**config.mk**
```make
export PLATFORM = sky130hd
export DESIGN_NAME = uart_rx_fsm
export DESIGN_NICKNAME = d
export VERILOG_FILES = /design/src/rtl/uart_rx_fsm.sv
export SDC_FILE = /design/constraint.sdc
export NUM_CORES = 1
export LEC_CHECK = 0
export CORE_ASPECT_RATIO = 1.75
export CORE_UTILIZATION = 53
export CTS_CLUSTER_DIAMETER = 80
export DETAILED_ROUTE_END_ITERATION = 7
export PLACE_DENSITY = 0.78
export SETUP_SLACK_MARGIN = 0.2
export SLEW_MARGIN = 20
export SYNTH_ARGS = -nofsm -noshare
export SYNTH_HDL_FRONTEND = slang
export SYNTH_SLANG_ARGS = --single-unit
```
**constraint.sdc**
```tcl
create_clock -name Clk -period 2.3 [get_ports Clk]
set_input_delay 0.69 -clock Clk [delete_from_list [all_inputs] [get_ports Clk]]
set_output_delay 0.69 -clock Clk [all_outputs]
set_load 0.01 [all_outputs]
```
**src/rtl/uart_rx_fsm.sv**
```systemverilog
// uart_rx_fsm
// -----------------------------------------------------------------------------
// Frame-level control for an 8x oversampled UART receiver. An external sampler
// majority-votes the line and presents the result on sampled_bit. That value is
// valid while edge_cnt==6. This block walks START -> DATA -> [PARITY] -> STOP
// and assembles the data word LSB first. At the end of each frame it reports
// exactly one outcome as a one-cycle pulse: a good word, a parity error and/or
// a stop error.
//
// Ports
//   Clk          : oversampling clock (8 cycles per bit), rising-edge active
//   Rst          : asynchronous, active-low reset
//   RX_IN_D      : synchronized serial line, idle high; only watched in IDLE
//   PAR_EN       : 1 = frame carries a parity bit (latched at frame start)
//   PAR_TYP      : 0 = even, 1 = odd parity (latched at frame start)
//   sampled_bit  : voted bit from the sampler, valid while edge_cnt==6
//   data_samp_en : sampler enable, high whenever a frame is in progress
//   edge_cnt     : oversampling phase counter driven to the sampler
//   P_DATA       : last error-free data word received
//   data_valid   : one-cycle pulse, P_DATA was just loaded with a new word
//   par_err      : one-cycle pulse, frame ended with a parity mismatch
//   stp_err      : one-cycle pulse, frame ended with the stop bit low
//   busy         : high whenever a frame is in progress
// -----------------------------------------------------------------------------
module uart_rx_fsm #(
  parameter int DATA_WIDTH = 8
) (
  input  logic                  Clk,
  input  logic                  Rst,
  input  logic                  RX_IN_D,
  input  logic                  PAR_EN,
  input  logic                  PAR_TYP,
  input  logic                  sampled_bit,
  output logic                  data_samp_en,
  output logic [2:0]            edge_cnt,
  output logic [DATA_WIDTH-1:0] P_DATA,
  output logic                  data_valid,
  output logic                  par_err,
  output logic                  stp_err,
  output logic                  busy
);

  // Width of the data bit counter; it never needs to exceed DATA_WIDTH-1.
  localparam int BCW = (DATA_WIDTH > 1) ? $clog2(DATA_WIDTH) : 1;
  localparam logic [BCW-1:0] LAST_BIT = BCW'(DATA_WIDTH - 1);

  // Oversampling phases of interest within one bit period.
  localparam logic [2:0] SAMPLE_PHASE = 3'd6;
  localparam logic [2:0] BOUND_PHASE  = 3'd7;

  typedef enum logic [2:0] {
    IDLE,
    START,
    DATA,
    PARITY,
    STOP
  } state_e;

  state_e                  state_q,      state_d;
  logic [2:0]              edge_cnt_q,   edge_cnt_d;
  logic [BCW-1:0]          bit_cnt_q,    bit_cnt_d;
  logic [DATA_WIDTH-1:0]   shift_q,      shift_d;
  logic [DATA_WIDTH-1:0]   p_data_q,     p_data_d;
  logic                    data_valid_q, data_valid_d;
  logic                    par_err_q,    par_err_d;
  logic                    stp_err_q,    stp_err_d;
  logic                    par_en_q,     par_en_d;
  logic                    par_typ_q,    par_typ_d;
  logic                    par_flag_q,   par_flag_d;
  logic                    stp_flag_q,   stp_flag_d;

  // All state lives here. Reset abandons any frame in flight without a pulse.
  always_ff @(posedge Clk or negedge Rst) begin
    if (!Rst) begin
      state_q      <= IDLE;
      edge_cnt_q   <= '0;
      bit_cnt_q    <= '0;
      shift_q      <= '0;
      p_data_q     <= '0;
      data_valid_q <= 1'b0;
      par_err_q    <= 1'b0;
      stp_err_q    <= 1'b0;
      par_en_q     <= 1'b0;
      par_typ_q    <= 1'b0;
      par_flag_q   <= 1'b0;
      stp_flag_q   <= 1'b0;
    end else begin
      state_q      <= state_d;
      edge_cnt_q   <= edge_cnt_d;
      bit_cnt_q    <= bit_cnt_d;
      shift_q      <= shift_d;
      p_data_q     <= p_data_d;
      data_valid_q <= data_valid_d;
      par_err_q    <= par_err_d;
      stp_err_q    <= stp_err_d;
      par_en_q     <= par_en_d;
      par_typ_q    <= par_typ_d;
      par_flag_q   <= par_flag_d;
      stp_flag_q   <= stp_flag_d;
    end
  end

  // Next-state and frame bookkeeping. Bit boundaries fall on the edge where
  // edge_cnt==7. The sampler result is consumed on the edge where edge_cnt==6.
  always_comb begin
    state_d      = state_q;
    bit_cnt_d    = bit_cnt_q;
    shift_d      = shift_q;
    p_data_d     = p_data_q;
    par_en_d     = par_en_q;
    par_typ_d    = par_typ_q;
    par_flag_d   = par_flag_q;
    stp_flag_d   = stp_flag_q;
    data_valid_d = 1'b0;
    par_err_d    = 1'b0;
    stp_err_d    = 1'b0;

    // The phase counter free-runs during a frame and wraps 7->0 by overflow.
    if (state_q == IDLE) begin
      edge_cnt_d = '0;
    end else begin
      edge_cnt_d = edge_cnt_q + 3'd1;
    end

    case (state_q)
      IDLE: begin
        // Parity settings are frozen here, so mid-frame changes are ignored.
        if (!RX_IN_D) begin
          state_d    = START;
          par_en_d   = PAR_EN;
          par_typ_d  = PAR_TYP;
          par_flag_d = 1'b0;
          stp_flag_d = 1'b0;
        end
      end

      START: begin
        // A start bit that votes high mid-bit was only a glitch.
        if (edge_cnt_q == SAMPLE_PHASE && sampled_bit) begin
          state_d    = IDLE;
          edge_cnt_d = '0;
        end else if (edge_cnt_q == BOUND_PHASE) begin
          state_d   = DATA;
          bit_cnt_d = '0;
        end
      end

      DATA: begin
        if (edge_cnt_q == SAMPLE_PHASE) begin
          shift_d[bit_cnt_q] = sampled_bit;
        end
        if (edge_cnt_q == BOUND_PHASE) begin
          bit_cnt_d = bit_cnt_q + 1'b1;
          if (bit_cnt_q == LAST_BIT) begin
            state_d = par_en_q ? PARITY : STOP;
          end
        end
      end

      PARITY: begin
        // Even parity expects ^data; odd expects its inverse, hence the
        // extra XOR with the latched parity type.
        if (edge_cnt_q == SAMPLE_PHASE) begin
          par_flag_d = sampled_bit ^ (^shift_q) ^ par_typ_q;
        end
        if (edge_cnt_q == BOUND_PHASE) begin
          state_d = STOP;
        end
      end

      STOP: begin
        if (edge_cnt_q == SAMPLE_PHASE) begin
          stp_flag_d = ~sampled_bit;
        end
        // A word is published only when the frame was clean. Otherwise the
        // error pulses fire and P_DATA keeps the previous good word.
        if (edge_cnt_q == BOUND_PHASE) begin
          state_d = IDLE;
          if (!par_flag_q && !stp_flag_q) begin
            data_valid_d = 1'b1;
            p_data_d     = shift_q;
          end else begin
            par_err_d = par_flag_q;
            stp_err_d = stp_flag_q;
          end
        end
      end

      default: begin
        state_d    = IDLE;
        edge_cnt_d = '0;
      end
    endcase
  end

  assign busy         = (state_q != IDLE);
  assign data_samp_en = (state_q != IDLE);
  assign edge_cnt     = edge_cnt_q;
  assign P_DATA       = p_data_q;
  assign data_valid   = data_valid_q;
  assign par_err      = par_err_q;
  assign stp_err      = stp_err_q;

endmodule

```
==> qor.csv, run 1 <==
stage,metric,value,unit
clocking,clk slew on worst S/H paths,0.07,ns
floorplanning,Die X-Extent,43.3,um
routing,DRT Pass-1 Iters,6,
power_and_ir_drop,PD cells,609,nW/um^2
timing,"Hold Violations, Final",0,
critical_path,Worst setup EP type,primary output,
logic_synthesis,Cells after Synth,139,
floorplanning,die area,3220,um^2
routing,Antenna Nets Post-Route,0,
global_route,GRT Util Overall,23.8,%
critical_path,R2R depth,6,
place,Placer Congestion,0.948,
critical_path,CP max-delay cell,clkdlybuf4s50_1,
global_route,first-pass GRT wire length,5350,um
timing,Slew HR,73.3,%
routing,WL per Instance,16.3,um
clocking,H-tree depth,2,
critical_path,worst path buffer plus inverter count,1,
logic_synthesis,Syn Nets,150,
timing,Post-Route Skew,0.00977,ns
logic_synthesis,#FFs+latches synth,32,
power_and_ir_drop,leakage,0.915,nW
routing,via count,1159,
global_route,antenna violations before repair,0,
logic_synthesis,Avg Inst Size Synth,11.4,um^2
power_and_ir_drop,worst vdd ir,535,uV
floorplanning,# IOs,22,
critical_path,CP Data Required Time,1.61,ns
min_path,Hold Path Depth,1,
place,Detailed Place HPWL,2230,um
logic_synthesis,synthesized area,1590,um^2
routing,DRT iter0 DRCs,40,
finish,n_diodes,0,
floorplanning,Die Ht,74.4,um
status,status,"complete, but fails checks",
floorplanning,num rows,25,
critical_path,CP top delay family,buffers and inverters,
min_path,Hold Startpoint,edge_cnt[0],
critical_path,CP Cell Sequence,clkdlybuf4s50_1,
critical_path,CP peak stage delay,0.56,ns
timing,clock period minus worst slack,1.93,ns
clocking,CTS Buf Count,5,
routing,Via density,6.04,
routing,final WL,3140,um
clocking,Post-CTS Repair Setup Buffers,0,
finish,final non-filler cell total,192,
logic_synthesis,Ys Warns,0,
min_path,Worst Hold End,edge_cnt[0],
finish,"commonest non-fill, non-tap cell in the layout",dfrtp_1,
timing,RSZ-0062 raised after global routing,false,
clocking,root buf cell,clkbuf_8,
timing,worst hold slack,0.485,ns
clocking,largest buffer count on any clock path,2,
routing,# DRC,4,
status,failing checks,design-rule violations,
global_route,global route total overflow,0,
timing,fmax,519,MHz
critical_path,worst setup path class,reg -> out,
critical_path,Worst setup SP type,flip-flop,
place,Port Buffers,21,
timing,final setup fails,0,
min_path,HP Class,reg -> reg,
timing,setup_tns,0,ns
critical_path,crit path from,edge_cnt[2],
logic_synthesis,top-area cell type share of the netlist area,50.5,%
floorplanning,Starting Density,56.9,%
critical_path,Worst EP arrival,1.24,ns
global_route,vias in the first global route,1187,
global_route,largest net degree at the start of global routing,33,
timing,max-slew violation count,0,
timing,fin crit share,83.8,%
clocking,Num Clock Sinks,32,
timing,worst slew pin tran,0.396,ns
finish,NumNets Final,175,
logic_synthesis,unique cell type count in the Yosys netlist,35,
place,placed cell count,184,
critical_path,reg2reg start,edge_cnt[0],
clocking,clock tree from TritonCTS,built,
logic_synthesis,cell accounting for the most synthesized area,dfrtp_1,
floorplanning,Core Box Area,2780,um^2
critical_path,Levels on crit path,1,
logic_synthesis,Area contributors post-synth,"dfrtp_1, mux2_2, ha_1",
critical_path,CP Max Fanout,5,
finish,"commonest non-fill, non-tap cells in the layout","dfrtp_1, clkdlybuf4s50_1, mux2_2",
run,max-cap violations,0,
logic_synthesis,register area share after synthesis,50.5,%
finish,Area growth syn-to-layout,22.1,%
finish,layout cells sized above 1,20.6,%
critical_path,worst r2r dst,shift_q[5],
clocking,worst-skew pair later-pin latency,0.29,ns
critical_path,Reg2Reg Setup Slack,0.47,ns
==> report_power, final <==
part	internal, mW	leakage (nW)	switching [mW]	total (mW)
Clock	0.321	0.0552	0.210	0.532
Combinational	0.0361	0.455	0.0301	0.0662
Sequential	0.573	0.404	0.00892	0.582
==> stage by stage <==
| step | total power [mW] | util, % | area, um^2 | setup WS (ns) |
|---|---|---|---|---|
| after global placement | 0.655 | 65.6 | 1830 | 0.286 |
| final | 1.18 | 69.5 | 1940 | 0.374 |
| after detailed placement | 0.659 | 65.6 | 1830 | 0.267 |
| after global routing | 1.22 | 69.5 | 1940 | 0.299 |
| after CTS | 1.19 | 69.4 | 1930 | 0.213 |
| after floorplan | 0.628 | - | 1590 | 0.626 |
==> synth_stat cells <==
master,n
dfrtp_1,32
mux2_2,15
nand2_1,13
nand3_1,7
nor2_1,7
nor3_1,6
xnor2_1,6
ha_1,5
and3_1,4
clkbuf_1,4
inv_1,4
o21ai_0,4
mux2_1,3
a22o_1,2
a31oi_1,2
buf_2,2
buf_4,2
nand2b_1,2
nand3b_1,2
nor3b_1,2
a211oi_1,1
a21oi_1,1
and4b_1,1
inv_2,1
mux2i_1,1
nand3_2,1
nor3_4,1
nor3b_2,1
nor4_1,1
o211a_1,1
o211ai_1,1
o41ai_2,1
or4_1,1
xnor3_1,1
xor2_1,1
==> layer usage <==
layer / GRT usage (%) / up-vias / part of all wire, %
met3: 6.55 / 13 / 5.0
li1: - / 535 / -
met5: 0 / - / 0
met1: 24.7 / 573 / 37
met2: 40.9 / 38 / 54
met4: 16.3 / 0 / 4.2
==> worst reg2reg max path, stage by stage, from the launching register on <==
cell	delay [ns]
dfrtp_1	0.41
inv_1	0.07
ha_1	0.18
and4b_1	0.26
nand3_1	0.17
nor3b_1	0.28
mux2_2	0.36
==> repair_timing <==
item	4_1_cts	5_1_grt
gates resized for setup	3	1
hold buffers	0	0
setup endpoints to repair	2	1
==> worst max-delay path by stage <==
stage | endpoint | slack (ns)
finish | edge_cnt[2] | 0.37
global route | edge_cnt[2] | 0.30
CTS | busy | 0.21
detailed placement | bit_cnt_q[0] | 0.27
global placement | bit_cnt_q[0] | 0.29
floorplan | shift_q[3] | 0.63
==> cell families (layout without fill, tap and decap cells) <==
| logic type | count (synthesis) | count (layout) | synth area share (%) |
|---|---|---|---|
| and+or+nand+nor | 49 | 49 | 17.0 |
| DFF | 32 | 32 | 50.5 |
| muxes | 19 | 19 | 13.4 |
| AOI/OAI and AO/OA | 13 | 13 | 6.08 |
| buffers and inverters | 13 | 39 | 3.71 |
| xor gates and xnor gates | 8 | 8 | 5.29 |
| adders and majority gates | 5 | 5 | 3.95 |
==> flip-flops by register name (all words and copies together), names as in the netlist, 3 cells and up <==
name       count
bit_cnt_q      3
state_q        3
edge_cnt       3
P_DATA         8
shift_q        8
==> cell type report <==
type	instances	area [um^2]
multi-input cells	94	726
repair buffers	26	249
flip-flops and latches	32	801
fillers	226	848
inverters	5	18.8
clock inverters	2	35.0
well taps	27	33.8
clock buffers	6	72.6
(Power assumes the default switching activity.)
==> run 2: changes to the inputs <==
==> constraint.sdc (replaced) <==
create_clock -name Clk -period 1.9 [get_ports Clk]
set_input_delay 0.57 -clock Clk [delete_from_list [all_inputs] [get_ports Clk]]
set_output_delay 0.57 -clock Clk [all_outputs]
set_load 0.01 [all_outputs]
==> run 2 against run 1 <==
Compared with the run above:
- the run still ends with design-rule violations left
- total power increased by 12%
- clock power rose by 2%
- setup slack worse by 0.18 ns
- die area unchanged
- first-iteration DRC count fell by 38%
- hold slack got worse by 0.036 ns
- count of clock-buffer cells in the layout increased by 2
- critical path type is now reg -> reg
- critical endpoint is now shift_q[4]
- largest power group unchanged
==> qor.csv, run 2 (synthesized netlist as in run 1, its figures left out) <==
stage,metric,value,unit
min_path,HP Class,reg -> reg,
min_path,Hold Startpoint,edge_cnt[0],
global_route,GRT busiest layer,met2,
timing,final setup fails,0,
global_route,global route total overflow,0,
power_and_ir_drop,worst vdd ir,733,uV
power_and_ir_drop,Pint,1.04,mW
power_and_ir_drop,power share of the clock group,40.8,%
timing,Post-Route Skew,0.0111,ns
timing,Slew HR,73.1,%
run,max-cap violations,0,
clocking,hold buffers post-CTS,0,
status,failing checks,design-rule violations,
routing,WL per Instance,16.6,um
critical_path,Reg2Reg Setup Slack,0.19,ns
global_route,antenna violations before repair,0,
clocking,clk slew on worst S/H paths,0.06,ns
critical_path,CP max-delay cell,dfrtp_1,
critical_path,CP top delay family,simple AND/OR/NAND/NOR gates,
finish,Final Util,72.6,%
critical_path,worst r2r dst,shift_q[4],
place,dpl ws,-0.0404,ns
critical_path,CP Data Required Time,2.07,ns
clocking,Num Clock Sinks,32,
timing,worst slew pin tran,0.403,ns
timing,"Hold Violations, Final",0,
min_path,Hold Path Depth,1,
routing,Via density,5.74,
global_route,met3 Usage GRT,6.07,%
place,Area after DPL,1850,um^2
timing,setup_tns,0,ns
timing,RSZ-0062 raised after global routing,true,
finish,Post-Layout Inst Area,2020,um^2
routing,Antenna Nets Post-Route,0,
min_path,Worst Hold End,edge_cnt[0],
finish,Area growth syn-to-layout,27.5,%
power_and_ir_drop,total power draw,1.33,mW
critical_path,R2R depth,6,
global_route,GRT Util Overall,25.6,%
power_and_ir_drop,PD cells,655,nW/um^2
power_and_ir_drop,Logic pwr share,6.1,%
floorplanning,Die X-Extent,43.3,um
critical_path,worst path buffer plus inverter count,1,
global_route,vias in the first global route,1241,
clocking,root buf cell,clkbuf_8,
power_and_ir_drop,Sw Share,21.9,%
timing,clock period minus worst slack,1.71,ns
critical_path,Worst setup SP type,flip-flop,
timing,worst setup margin,0.190,ns
clocking,clock tree from TritonCTS,built,
floorplanning,# IOs,22,
place,Port Buffers,21,
power_and_ir_drop,Seq pwr share,53.1,%
finish,"commonest non-fill, non-tap cell in the layout",dfrtp_1,
place,Placer Congestion,0.971,
floorplanning,die area,3220,um^2
power_and_ir_drop,Psw,290,uW
routing,DRT Pass-1 Iters,6,
global_route,M1 GR Usage,27.3,%
timing,fin crit share,90.0,%
power_and_ir_drop,leakage,1.03,nW
clocking,worst-skew pair later-pin latency,0.29,ns
routing,final WL,3330,um
routing,via count,1154,
routing,# DRC,4,
critical_path,Worst EP arrival,1.88,ns
timing,max-slew violation count,0,
critical_path,CP peak stage delay,0.39,ns
critical_path,CP Cell Sequence,inv_1 > ha_2 > and4b_2 > nor3b_4 > nand3b_1 > mux2_4,
routing,DRT iter0 DRCs,25,
timing,fmax,585,MHz
global_route,first-pass GRT wire length,5760,um
finish,layout cells sized above 1,31.6,%
finish,NumNets Final,184,
clocking,H-tree depth,2,
global_route,M2 GR Usage,43.6,%
floorplanning,Starting Density,56.9,%
floorplanning,Die Ht,74.4,um
finish,sequential cell area,802,um^2
finish,area of the multi-input gates,790,um^2
critical_path,CP Max Fanout,4,
finish,n_diodes,0,
clocking,largest buffer count on any clock path,2,
critical_path,worst setup path class,reg -> reg,
finish,"commonest non-fill, non-tap cells in the layout","dfrtp_1, mux2_2, dlygate4sd2_1, buf_4, nand2_1",
floorplanning,Core Box Area,2780,um^2
critical_path,reg2reg start,edge_cnt[0],
status,status,"complete, but fails checks",
global_route,largest net degree at the start of global routing,33,
finish,Fillers,215,
place,Detailed Place HPWL,2270,um
critical_path,Worst setup EP type,flip-flop,
clocking,CTS Buf Count,5,
floorplanning,num rows,25,
==> run 2: cell types whose count changed in the layout (fill, tap and decap cells not counted), moves of 2 or more <==
cell and delta:
mux2_1 -2, ha_2 +2, clkdlybuf4s50_1 -14, clkbuf_2 +2, nand3_1 -2, buf_4 +9, mux2_4 +2, dlygate4sd2_1 +13
nor3b_1 -2, ha_1 -2
==> run 2: how the worst max path moves through the flow <==
stage,from,end,slack (ns),cells after the start
2_1_floorplan,edge_cnt[0],shift_q[3],0.23,6
3_3_place_gp,sampled_bit,bit_cnt_q[0],-0.005,5
3_5_place_dp,sampled_bit,bit_cnt_q[0],-0.04,5
4_1_cts,edge_cnt[0],shift_q[3],0.14,6
5_1_grt,edge_cnt[0],shift_q[4],0.07,6
6_report,edge_cnt[0],shift_q[4],0.19,6
==> run 2: timing repair <==
action / 4_1_cts / 5_1_grt
pin swaps: 4 / 4
gates resized for setup: 24 / 13
buffers inserted: 5 / 1
setup endpoints to repair: 24 / 23
==> run 2: area by class of cell <==
type	instances	share of cell area (%)
clock buffers	8	4.46
repair buffers	35	14.2
inverters	5	0.928
multi-input cells	94	39.0
well taps	27	1.67
flip-flops and latches	32	39.7
==> run 2: metrics by stage <==
step	hold slack [ns]	std cells
after global routing	0.482	201
after global placement	0.473	187
final	0.449	201
after CTS	0.482	200
after floorplan	0.274	139
after detailed placement	0.479	187
==> run 2: worst reg2reg max path, delay by kind of cell (launching register included) <==
| kind | cells | cell delay, ns |
|---|---|---|
| adders and majority gates | 1 | 0.17 |
| buffers and inverters | 1 | 0.07 |
| muxes | 1 | 0.32 |
| DFF | 1 | 0.39 |
| and+or+nand+nor | 3 | 0.66 |
==> run 2: power by group through the flow <==
stage / Sequential (mW) / Clock (mW) / Combinational, mW
finish: 0.704 / 0.540 / 0.0812
global route: 0.705 / 0.591 / 0.0905
CTS: 0.704 / 0.557 / 0.0802
detailed placement: 0.716 / 0 / 0.0799
global placement: 0.716 / 0 / 0.0784
floorplan: 0.714 / 0 / 0.0459
==> run 2: routing by layer <==
layer	wire, um	vias up
met1	1230	544
met2	1780	41
met5	0	-
met4	162	0
li1	-	554
met3	157	15
